### src/rtl/imem_fetch.sv
// Instruction memory with a registered valid/ready fetch port and a separate program-load port.
// Faulted fetches (misaligned or out of range) return FILL_WORD and never read the array.
module imem_fetch #(
    parameter int unsigned      DEPTH     = 32,
    parameter int unsigned      XLEN      = 64,
    parameter int unsigned      ILEN      = 32,
    parameter logic [ILEN-1:0]  FILL_WORD = ILEN'(32'hFFFF_FFFF),
    parameter int unsigned      CNT_W     = 32
) (
    input  logic             clk,
    input  logic             rst_n,
    input  logic             req_valid,
    output logic             req_ready,
    input  logic [XLEN-1:0]  req_addr,
    output logic             rsp_valid,
    input  logic             rsp_ready,
    output logic [ILEN-1:0]  rsp_data,
    output logic [1:0]       rsp_fault,
    input  logic             ld_en,
    input  logic [XLEN-1:0]  ld_addr,
    input  logic [ILEN-1:0]  ld_data,
    output logic [CNT_W-1:0] fetch_count
);

    localparam int unsigned BYTES = ILEN / 8;
    localparam int unsigned OFS   = $clog2(BYTES);
    localparam int unsigned AW    = (DEPTH > 1) ? $clog2(DEPTH) : 1;

    localparam logic [XLEN-1:0] ALIGN_MASK = XLEN'(BYTES - 1);
    localparam logic [XLEN-1:0] DEPTH_X    = XLEN'(DEPTH);

    localparam logic [1:0] FAULT_OK  = 2'b00;
    localparam logic [1:0] FAULT_MIS = 2'b01;
    localparam logic [1:0] FAULT_OOR = 2'b10;

    localparam logic [0:0] EMPTY = 1'b0;
    localparam logic [0:0] FULL  = 1'b1;

    // Elaboration-time parameter sanity
    if (DEPTH < 2 || (DEPTH & (DEPTH - 1)) != 0) begin : g_bad_depth
        $error("imem_fetch: DEPTH must be a power of two >= 2");
    end
    if (ILEN % 8 != 0 || (BYTES & (BYTES - 1)) != 0) begin : g_bad_ilen
        $error("imem_fetch: ILEN must be a power-of-two number of bytes");
    end

    logic [ILEN-1:0] mem [DEPTH];

    logic [0:0]      state;
    logic [0:0]      state_nxt;
    logic            accept;
    logic [XLEN-1:0] req_widx;
    logic [XLEN-1:0] ld_widx;
    logic            req_mis;
    logic            req_oor;
    logic            ld_mis;
    logic            ld_oor;
    logic            ld_ok;
    logic            collide;
    logic [ILEN-1:0] data_nxt;
    logic [1:0]      fault_nxt;

    // Full-width word indices so high address bits can never alias into the array
    assign req_widx = req_addr >> OFS;
    assign ld_widx  = ld_addr >> OFS;

    assign req_mis = (req_addr & ALIGN_MASK) != '0;
    assign req_oor = req_widx >= DEPTH_X;
    assign ld_mis  = (ld_addr & ALIGN_MASK) != '0;
    assign ld_oor  = ld_widx >= DEPTH_X;

    // Loads are dropped while reset is asserted
    assign ld_ok   = rst_n && ld_en && !ld_mis && !ld_oor;
    assign collide = ld_ok && (ld_widx == req_widx);

    assign rsp_valid = (state == FULL);
    assign req_ready = !rsp_valid || rsp_ready;
    assign accept    = req_valid && req_ready;

    // Response payload for the request presented this cycle; write-first on a same-word load
    always_comb begin
        data_nxt  = FILL_WORD;
        fault_nxt = FAULT_OK;
        if (req_mis) begin
            fault_nxt = FAULT_MIS;
        end else if (req_oor) begin
            fault_nxt = FAULT_OOR;
        end else if (collide) begin
            data_nxt = ld_data;
        end else begin
            data_nxt = mem[req_widx[AW-1:0]];
        end
    end

    // Output register occupancy
    always_comb begin
        state_nxt = state;
        case (state)
            EMPTY: begin
                if (accept) begin
                    state_nxt = FULL;
                end
            end
            FULL: begin
                if (!accept && rsp_ready) begin
                    state_nxt = EMPTY;
                end
            end
            default: state_nxt = EMPTY;
        endcase
    end

    always_ff @(posedge clk or negedge rst_n) begin
        if (!rst_n) begin
            state <= EMPTY;
        end else begin
            state <= state_nxt;
        end
    end

    always_ff @(posedge clk or negedge rst_n) begin
        if (!rst_n) begin
            rsp_data    <= '0;
            rsp_fault   <= FAULT_OK;
            fetch_count <= '0;
        end else if (accept) begin
            rsp_data    <= data_nxt;
            rsp_fault   <= fault_nxt;
            fetch_count <= fetch_count + CNT_W'(1);
        end
    end

    // Array is not reset; contents survive rst_n
    always_ff @(posedge clk) begin
        if (ld_ok) begin
            mem[ld_widx[AW-1:0]] <= ld_data;
        end
    end

endmodule

### config.mk
export PLATFORM = sky130hd
export DESIGN_NAME = imem_fetch
export DESIGN_NICKNAME = d
export VERILOG_FILES = /design/src/rtl/imem_fetch.sv
export SDC_FILE = /design/constraint.sdc
export NUM_CORES = 1
export LEC_CHECK = 0
export ABC_AREA = 1
export BUFFER_PORTS_ARGS = -buffer_cell sky130_fd_sc_hd__buf_2
export CORE_MARGIN = 1.5
export CORE_UTILIZATION = 55
export CTS_BUF_LIST = sky130_fd_sc_hd__clkbuf_4 sky130_fd_sc_hd__clkbuf_8
export CTS_CLUSTER_DIAMETER = 120
export DETAILED_ROUTE_END_ITERATION = 12
export GPL_TIMING_DRIVEN = 0
export PLACE_DENSITY = 0.72
export SLEW_MARGIN = 25
export SYNTH_ARGS = -nofsm -noshare
export SYNTH_HDL_FRONTEND = slang
export SYNTH_SLANG_ARGS = --single-unit
### constraint.sdc
create_clock -name clk -period 4.3 [get_ports clk]
set_input_delay 0.215 -clock clk [delete_from_list [all_inputs] [get_ports clk]]
set_output_delay 0.215 -clock clk [all_outputs]
set_load 0.02 [all_outputs]
# Word level (Yosys, flattened, before mapping)
# Memory sizes are Yosys's and may differ from the RTL's.
# Index checks and enable logic that the tools add are counted.
# word_totals
reg_bits	67
ramBits	1024
out_inout_bits	68
word_cells	33
mem_count	1
# classes
addsub	1
n_lt_le_gt_ge	2
n_eq_ne	1
n_mux	10
bitwise	1
reduce_logical	13
# memory_table
memory	words	word_bits	rd	rd_clocked_by_memory_dff	write_ports	line	rtl
mem	32	32	1	0	1	47	logic [ILEN-1:0] mem [DEPTH];
# op_table
op	n
$reduce_bool A64 Y1	2
$ge A62 B6 Y1 const B	2
$mux W32	3
$eq A62 B62 Y1	1
$add A32 B1 Y32 const B	1
$logic_and A1 B1 Y1	6
$logic_not A1 Y1	4
$mux W1	4
$mux W2	2
$pmux W1 S2	1
$logic_or A1 B1 Y1	1
$not A1 Y1	1

# Logic depth before layout (Yosys ltp)
# Gate-level depths: netlist (run 1).
# depth
ltp_word	8
ltp_mapped	17
depth_no_buf	13

# Worst setup path after synthesis (run 1)
# No wires, ideal clock.
# synth_path
path_type	input-to-reg
from	input port ld_addr[38]
to	memory mem[0][0], enable pin
arrival_time_ns	2.652
required_ns	3.879
slack_ns	1.227
cell_stages	10
path_buffers	1
cell_sequence	nor2_1 > nand2_1 > nor2_1 > nand2_1 > nor2_1 > nand2_1 > nor2_4 > buf_2 > nand3_1 > nor2_1
# synth_between
elab_chain_cells	5
# synth_lines
item	line	rtl
start, declared	20	input logic [XLEN-1:0] ld_addr,
$ge A62 B6 Y1	70	assign ld_oor = ld_widx >= DEPTH_X;
$logic_not A1 Y1	73	assign ld_ok = rst_n && ld_en && !ld_mis && !ld_oor;
$logic_and A1 B1 Y1	73	
$mux W1	135	if (ld_ok) begin
$mux W1 (implied by the code)	136	mem[ld_widx[AW-1:0]] <= ld_data;
end, declared	47	
# No other way between the ends.

# Final worst setup path (run 1)
# layout_path
from	input port rst_n
to	memory mem[29][2], enable pin
# layout_between
elab_chain_cells	5
# layout_lines
item	line	rtl
start, declared	11	input logic rst_n,
$logic_and A1 B1 Y1 (3 in series)	73	
$mux W1	135	
$mux W1 (implied by the code)	136	
# No other way between the ends.

==> summary.md, run 1 <==
| Metric | Value |
|---|---|
| Gr ovfl total | `0` |
| Initial DRC count | `~3900` |
| Clk_lat worst skew | `approximately 830 ps` |
| Commonest non-fill, non-tap cell in the layout | `edfxtp_1` |
| Top cell type by total area after synthesis | `edfxtp_1` |
| Final worst path period share | `approximately 94%` |
| FMAX | `between 200 and 250 MHz` |
| Die area | `85500 µm²` |
| GPL Wtd Cong | `slightly below 1` |
| Port bufs | `between 200 and 250` |
| Largest family of logic cells by synthesized area | `simple AND/OR/NAND/NOR gates` |
| Cell Area, Placed | `49600 µm²` |
| RSZ-0062 raised after global routing | `no` |
| Worst-path clk slew | `approximately 60 ps` |
| Initial Util | `55.9%` |
| Register area share after synthesis | `~70%` |
| Hold WC Path Type | `primary input to flop` |
| Synth Area in Compound Gates | `between 5 and 6%` |
| Worst setup margin | `around 250 ps` |
| Hold WS | `48.4 ps` |
| Fraction of layout cells with a size suffix above 1 | `~15%` |
| Status | `complete, no violations` |
| Final hold violations | `0` |
| Worst slew pin tran | `between 1000 and 1500 ps` |
| FF+latch count, synth | `1091` |
| Crit Path Max Fanout | `35` |
| CTS tree | `yes` |
| Via count | `33600` |
| Die Y | `~290 µm` |
| Pwr Density | `about 400 nW/µm²` |
| Vias in the first global route | `between 30000 and 40000` |
| Die width | `around 290 µm` |
| Setup Buffers After CTS | `0` |
| Synth Area in Adders | `less than 1%` |
| Final Critical Period | `a little over 4000 ps` |
| # setup viols final | `0` |
| Post-synth EDFFs | `approximately 1000` |
| Htree depth | `4` |
| Core Box Area | `82500 µm²` |
| Net count reported at finish | `approximately 4800` |
| Startpoint types | `primary input` |
| CTS resizes | `0` |
| Synth Area in Simple Gates | `about a fifth` |
| Final Max Slew Viols | `0` |
| CP endpoint kind | `flop` |
| Clock Skews | `34.5 ps` |
| Distinct cells, synth | `33` |
| Syn nets | `4314` |
| Critical Path AT | `between 4000 and 5000 ps` |
| P&R area growth vs syn | `15.2%` |
| Drt pass-1 iters | `6` |
| Core Rows | `approximately 110` |
| Ports | `233` |
| Post-detailed-placement half-perimeter wirelength | `~90000 µm` |
| Most frequent cells in the layout | `edfxtp_1 (1024), nor2_1 (897), nand2_1 (667)` |
| Rel. slew slack | `a little under a quarter` |
| Xor/xnor share of the synthesized area | `1.01%` |
| Hold_buf cts | `22` |
| Crit path required time | `4810 ps` |
| Gate Count Post-Synth | `4148` |
| Sink Count | `approximately 1100` |
| Yosys top cell area share | `between 60% and 70%` |
| Largest net degree at the start of global routing | `36` |
| Mean Syn Cell Area | `approximately 11 µm²` |
| Max VDD drop | `~0.44 mV` |
| Pre-CTS worst setup slack | `~270 ps` |
| Finished Cell Area | `roughly 53000 µm²` |
| Mux share of post-synthesis cell area | `0%` |
| Clk root buf | `clkbuf_8` |
| Vias/cell | `a little under 6` |
| Drt wl/cell | `about 23 µm` |
| All-Layer GR Usage | `around 31%` |
| MaxCap Viol Count | `0` |
| ANT nets after route | `0` |
| Total Wirelength | `roughly 130000 µm` |
| Leak Pwr | `between 0.015 and 0.02 µW` |
| Area contributors post-synth | `edfxtp_1 (67%), nor2_1 (7.6%), nand2_1 (5.4%), nand3_1 (4.2%), dfrtp_1 (3.6%)` |
| Longest Clk Path Bufs | `3` |
| Cts bufs inserted | `about 170` |
| Initial antenna violation count | `18` |
| Crit path kind | `primary input to flop` |
| Post-Synthesis Cell Area | `approximately 46000 µm²` |
| First-pass GRT wire length | `around 190000 µm` |
| FFs w/ async S/R, synth | `around 6.1%` |
| Prevailing post-synth register cell | `edfxtp_1` |
| DRC | `0` |
| Yosys warning count | `0` |
synth_stat cells, types with 2 or more instances:
library cell,n
nor3_1,13
o211ai_1,64
inv_2,3
o21ai_0,278
buf_6,17
o21ai_1,106
nor2_1,930
xnor2_1,14
a21oi_1,64
clkbuf_1,88
nor4_1,8
nand2_2,2
buf_1,19
buf_2,80
nor2_4,3
or2_2,33
nand2_1,667
nand3_1,389
xor2_1,39
edfxtp_1,1024
nand3b_1,2
inv_1,163
dfrtp_1,67
buf_4,25
nand4_1,42
final cells by class:
type	instances	area, µm²
Sequential cell	1091	32400
Fill cell	6288	29400
Multi-Input combinational cell	2661	12100
Clock buffer	233	2850
Timing Repair Buffer	284	2200
Tap cell	1070	1340
Buffer	229	1180
Inverter	167	629
Clock inverter	68	365
Antenna cell	7	17.5
final timing paths:
kind	startpoint	endpoint	slack (ps)	depth (start not counted)
hold reg to reg	fetch_count[31]$_DFFE_PN0P_	fetch_count[31]$_DFFE_PN0P_	470	1
setup / recovery	rst_n	mem[29][2]$_DFFE_PP_	250	12
max in group asynchronous	rst_n	fetch_count[29]$_DFFE_PN0P_	3610	4
hold / removal	ld_en	rsp_data[31]$_DFFE_PN0P_	50	8
setup reg to reg	rsp_valid$_DFF_PN0_	rsp_data[20]$_DFFE_PN0P_	1900	9
min in group asynchronous	rst_n	fetch_count[9]$_DFFE_PN0P_	500	4
kinds of logic (layout without fill, tap and decap cells):
group | after synthesis | count (layout)
AND/OR/NAND/NOR | 2094 | 2094
flip-flops | 1091 | 1091
AO/OA/AOI/OAI | 513 | 513
buffers and inverters | 396 | 981
XOR/XNOR | 53 | 53
adder cells (fa/ha/maj) | 1 | 1
other | 0 | 7
registers in the layout, summed over array words and instances (netlist names):
name / cells
mem: 1024
rsp_fault: 2
rsp_valid: 1
rsp_data: 32
fetch_count: 32
critical path, cell delays in order:
cell	delay [ps]
dlygate4sd3_1	540
dlygate4sd3_1	560
buf_4	150
buf_12	210
nand2_1	80
nor2_1	100
nand3_1	130
nor2_4	310
buf_2	320
nand3_1	820
nor2_4	820
buf_16	240
where the power goes:
part / switching (µW) / internal, µW / total [µW] / leakage [µW]
sequential: 57.8 / 11700 / 11700 / 0.00992
clock: 4030 / 4360 / 8380 / 0.00171
combinational: 1270 / 481 / 1760 / 0.00769
through the flow:
stage | power (µW) | std cells | util [%] | TNS (ps)
2_1_floorplan | 12800 | 4148 | - | 0
3_3_place_gp | 13600 | 5447 | 58.9 | -1260130
3_5_place_dp | 13600 | 5480 | 60.2 | 0
4_1_cts | 21800 | 5803 | 64.4 | 0
5_1_grt | 22500 | 5807 | 64.4 | 0
6_report | 21900 | 5810 | 64.4 | 0
routing by layer:
| layer | vias to the layer above | GRT usage, % | wire [µm] |
|---|---|---|---|
| li1 | 15300 | - | - |
| met1 | 16100 | 40.0 | 50300 |
| met2 | 1784 | 49.7 | 62800 |
| met3 | 361 | 6.65 | 12900 |
| met4 | 8 | 15.5 | 6420 |
| met5 | - | 0 | 58 |
(Power assumes the default switching activity.)
==> run 2: changes to the inputs <==
--- a/config.mk
+++ b/config.mk
@@ -14,6 +14,7 @@
 export DETAILED_ROUTE_END_ITERATION = 12
 export GPL_TIMING_DRIVEN = 0
 export PLACE_DENSITY = 0.72
+export RECOVER_POWER = 50
 export SLEW_MARGIN = 25
 export SYNTH_ARGS = -nofsm -noshare
 export SYNTH_HDL_FRONTEND = slang
==> summary.md, run 2 (same netlist as run 1, synthesis figures left out) <==
| Metric | Value |
|---|---|
| Delay-heaviest family, CP | `simple AND/OR/NAND/NOR gates` |
| Die width | `292 µm (unchanged)` |
| Core Rows | `105 (unchanged)` |
| Port bufs | `229 (unchanged)` |
| GPL Wtd Cong | `0.990 (unchanged)` |
| Fin cells | `5808 (-0.034%)` |
| Pre-CTS worst setup slack | `268 ps (unchanged)` |
| Post-detailed-placement half-perimeter wirelength | `89700 µm (unchanged)` |
| Gr ovfl total | `0 (unchanged)` |
| Final Max Slew Viols | `1123 (+1123)` |
| DRC | `0 (unchanged)` |
| Crit path required time | `4810 ps (about the same)` |
| Max VDD drop | `0.438 mV (-0.40%)` |
| Initial DRC count | `3900 (+1.1%)` |
| Worst setup margin | `299 ps (+49.1 ps)` |
| Startpoint types | `primary input` |
| Net count reported at finish | `4771 (unchanged)` |
| Die area | `85500 µm² (unchanged)` |
| Worst-path clk slew | `60 ps (about the same)` |
| Buffers and inverters on the worst path | `6 (unchanged)` |
| CP max-delay cell | `nand3_1` |
| Max FFs per register | `1024 (unchanged)` |
| Initial Util | `55.9% (unchanged)` |
| Hold WC Path Type | `primary input to flop` |
| FMAX | `250 MHz (+1.2%)` |
| Clk_lat worst skew | `830 ps (about the same)` |
| ANT nets after route | `0 (unchanged)` |
| Core Box Area | `82500 µm² (unchanged)` |
| Placed cells | `5480 (unchanged)` |
| Critical Path AT | `4510 ps (-50 ps)` |
| Final worst path period share | `93.0% (-1.1 points)` |
| Pwr Density | `412 nW/µm² (+0.21%)` |
| Vias in the first global route | `32200 (unchanged)` |
| Final hold violations | `0 (unchanged)` |
| Sink Count | `1091 (unchanged)` |
| Clk root buf | `clkbuf_8` |
| Via count | `33500 (-0.29%)` |
| # setup viols final | `0 (unchanged)` |
| Htree depth | `4 (unchanged)` |
| Ports | `233 (unchanged)` |
| Final Critical Period | `4000 ps (-49.1 ps)` |
| Status | `finished, violations left` |
| RSZ-0062 raised after global routing | `no` |
| CP endpoint kind | `flop` |
| Commonest non-fill, non-tap cell in the layout | `edfxtp_1` |
| CTS resizes | `0 (unchanged)` |
| Hold_buf cts | `22 (unchanged)` |
| Setup Buffers After CTS | `0 (unchanged)` |
| Clock Skews | `36.5 ps (+2.09 ps)` |
| Crit Path Max Fanout | `35 (unchanged)` |
| Drt pass-1 iters | `6 (unchanged)` |
| P&R area growth vs syn | `15.0%` |
| Cts bufs inserted | `171 (unchanged)` |
| Worst slew pin tran | `2560 ps (+1400 ps)` |
| Most frequent cells in the layout | `edfxtp_1 (1024), nor2_1 (897), nand2_1 (668)` |
| Initial antenna violation count | `17 (-1)` |
| Die Y | `292 µm (unchanged)` |
| Fraction of layout cells with a size suffix above 1 | `14.2% (-1.2 points)` |
| TNS Setup | `0 ps (unchanged)` |
| Total Wirelength | `132000 µm (-0.17%)` |
| All-Layer GR Usage | `30.9% (unchanged)` |
| Vias/cell | `5.76 (-0.26%)` |
| First-pass GRT wire length | `193000 µm (unchanged)` |
| MaxCap Viol Count | `33 (+33)` |
| Longest Clk Path Bufs | `3 (unchanged)` |
| Drt wl/cell | `22.8 µm (-0.14%)` |
| Crit path kind | `primary input to flop` |
| Leak Pwr | `0.0192 µW (-0.71%)` |
| Worst path max stage delay | `810 ps (about the same)` |
| Rel. slew slack | `-70.4% (-93 points)` |
| CP Cell Sequence | `dlygate4sd3_1 > dlygate4sd3_1 > buf_4 > buf_12 > nand2_1 > nor2_1 > nand3_1 > nor2_4 > buf_2 > nand3_1 > nor2_4 > buf_16` |
| Failing checks | `capacitance limit, slew limit` |
| CTS tree | `yes` |
| Largest net degree at the start of global routing | `36 (unchanged)` |
## run 2: cell types whose count changed in the layout (fill, tap and decap cells not counted), sizes merged
| cell | change |
|---|---|
| clkbuf | +55 |
| buf | -55 |
| diode | -2 |
## run 2: area by class of cell
cell class | count | area [µm²]
Sequential cell | 1091 | 32400
Fill cell | 6327 | 29500
Multi-Input combinational cell | 2661 | 12100
Clock buffer | 233 | 2850
Timing Repair Buffer | 284 | 2120
Tap cell | 1070 | 1340
Buffer | 229 | 1180
Inverter | 167 | 629
Clock inverter | 68 | 365
Antenna cell | 5 | 12.5
## run 2: worst paths after layout
kind                                        startpoint                     endpoint  slack [ps]  cells after the start
setup / recovery                                 rst_n         mem[29][2]$_DFFE_PP_         300                     12
hold / removal                                   ld_en     rsp_data[31]$_DFFE_PN0P_          60                      8
setup reg to reg                   rsp_valid$_DFF_PN0_     rsp_data[20]$_DFFE_PN0P_        1740                      9
hold reg to reg            fetch_count[31]$_DFFE_PN0P_  fetch_count[31]$_DFFE_PN0P_         470                      1
max in group asynchronous                        rst_n  fetch_count[19]$_DFFE_PN0P_        2010                      4
min in group asynchronous                        rst_n   fetch_count[9]$_DFFE_PN0P_         480                      4
## run 2: per-layer routing
layer	track usage, %	part of all wire, %	vias up
met5	0	0.044	-
met1	40.0	38	16000
met2	49.7	47	1773
met4	15.5	4.9	8
li1	-	-	15300
met3	6.65	10	361
## run 2: power by group
part	leakage, µW	internal (µW)	switching, µW
Clock	0.00171	4360	4030
Combinational	0.00756	473	1270
Sequential	0.00992	11700	58.2
## run 2: worst reg2reg max path, delay by kind of cell (launching register included)
kind | cells | cell delay [ps]
buffers and inverters | 3 | 820
DFF | 1 | 380
and+or+nand+nor | 6 | 1250
## run 2: stage by stage
stage / util [%] / area, µm² / hold slack (ps) / power (µW)
2_1_floorplan: - / 46100 / -80.6 / 12800
3_3_place_gp: 58.9 / 48600 / 450 / 13600
3_5_place_dp: 60.2 / 49600 / 207 / 13600
4_1_cts: 64.4 / 53100 / 0.480 / 21800
5_1_grt: 64.2 / 53000 / 55.4 / 22500
6_report: 64.2 / 53000 / 63.3 / 21900
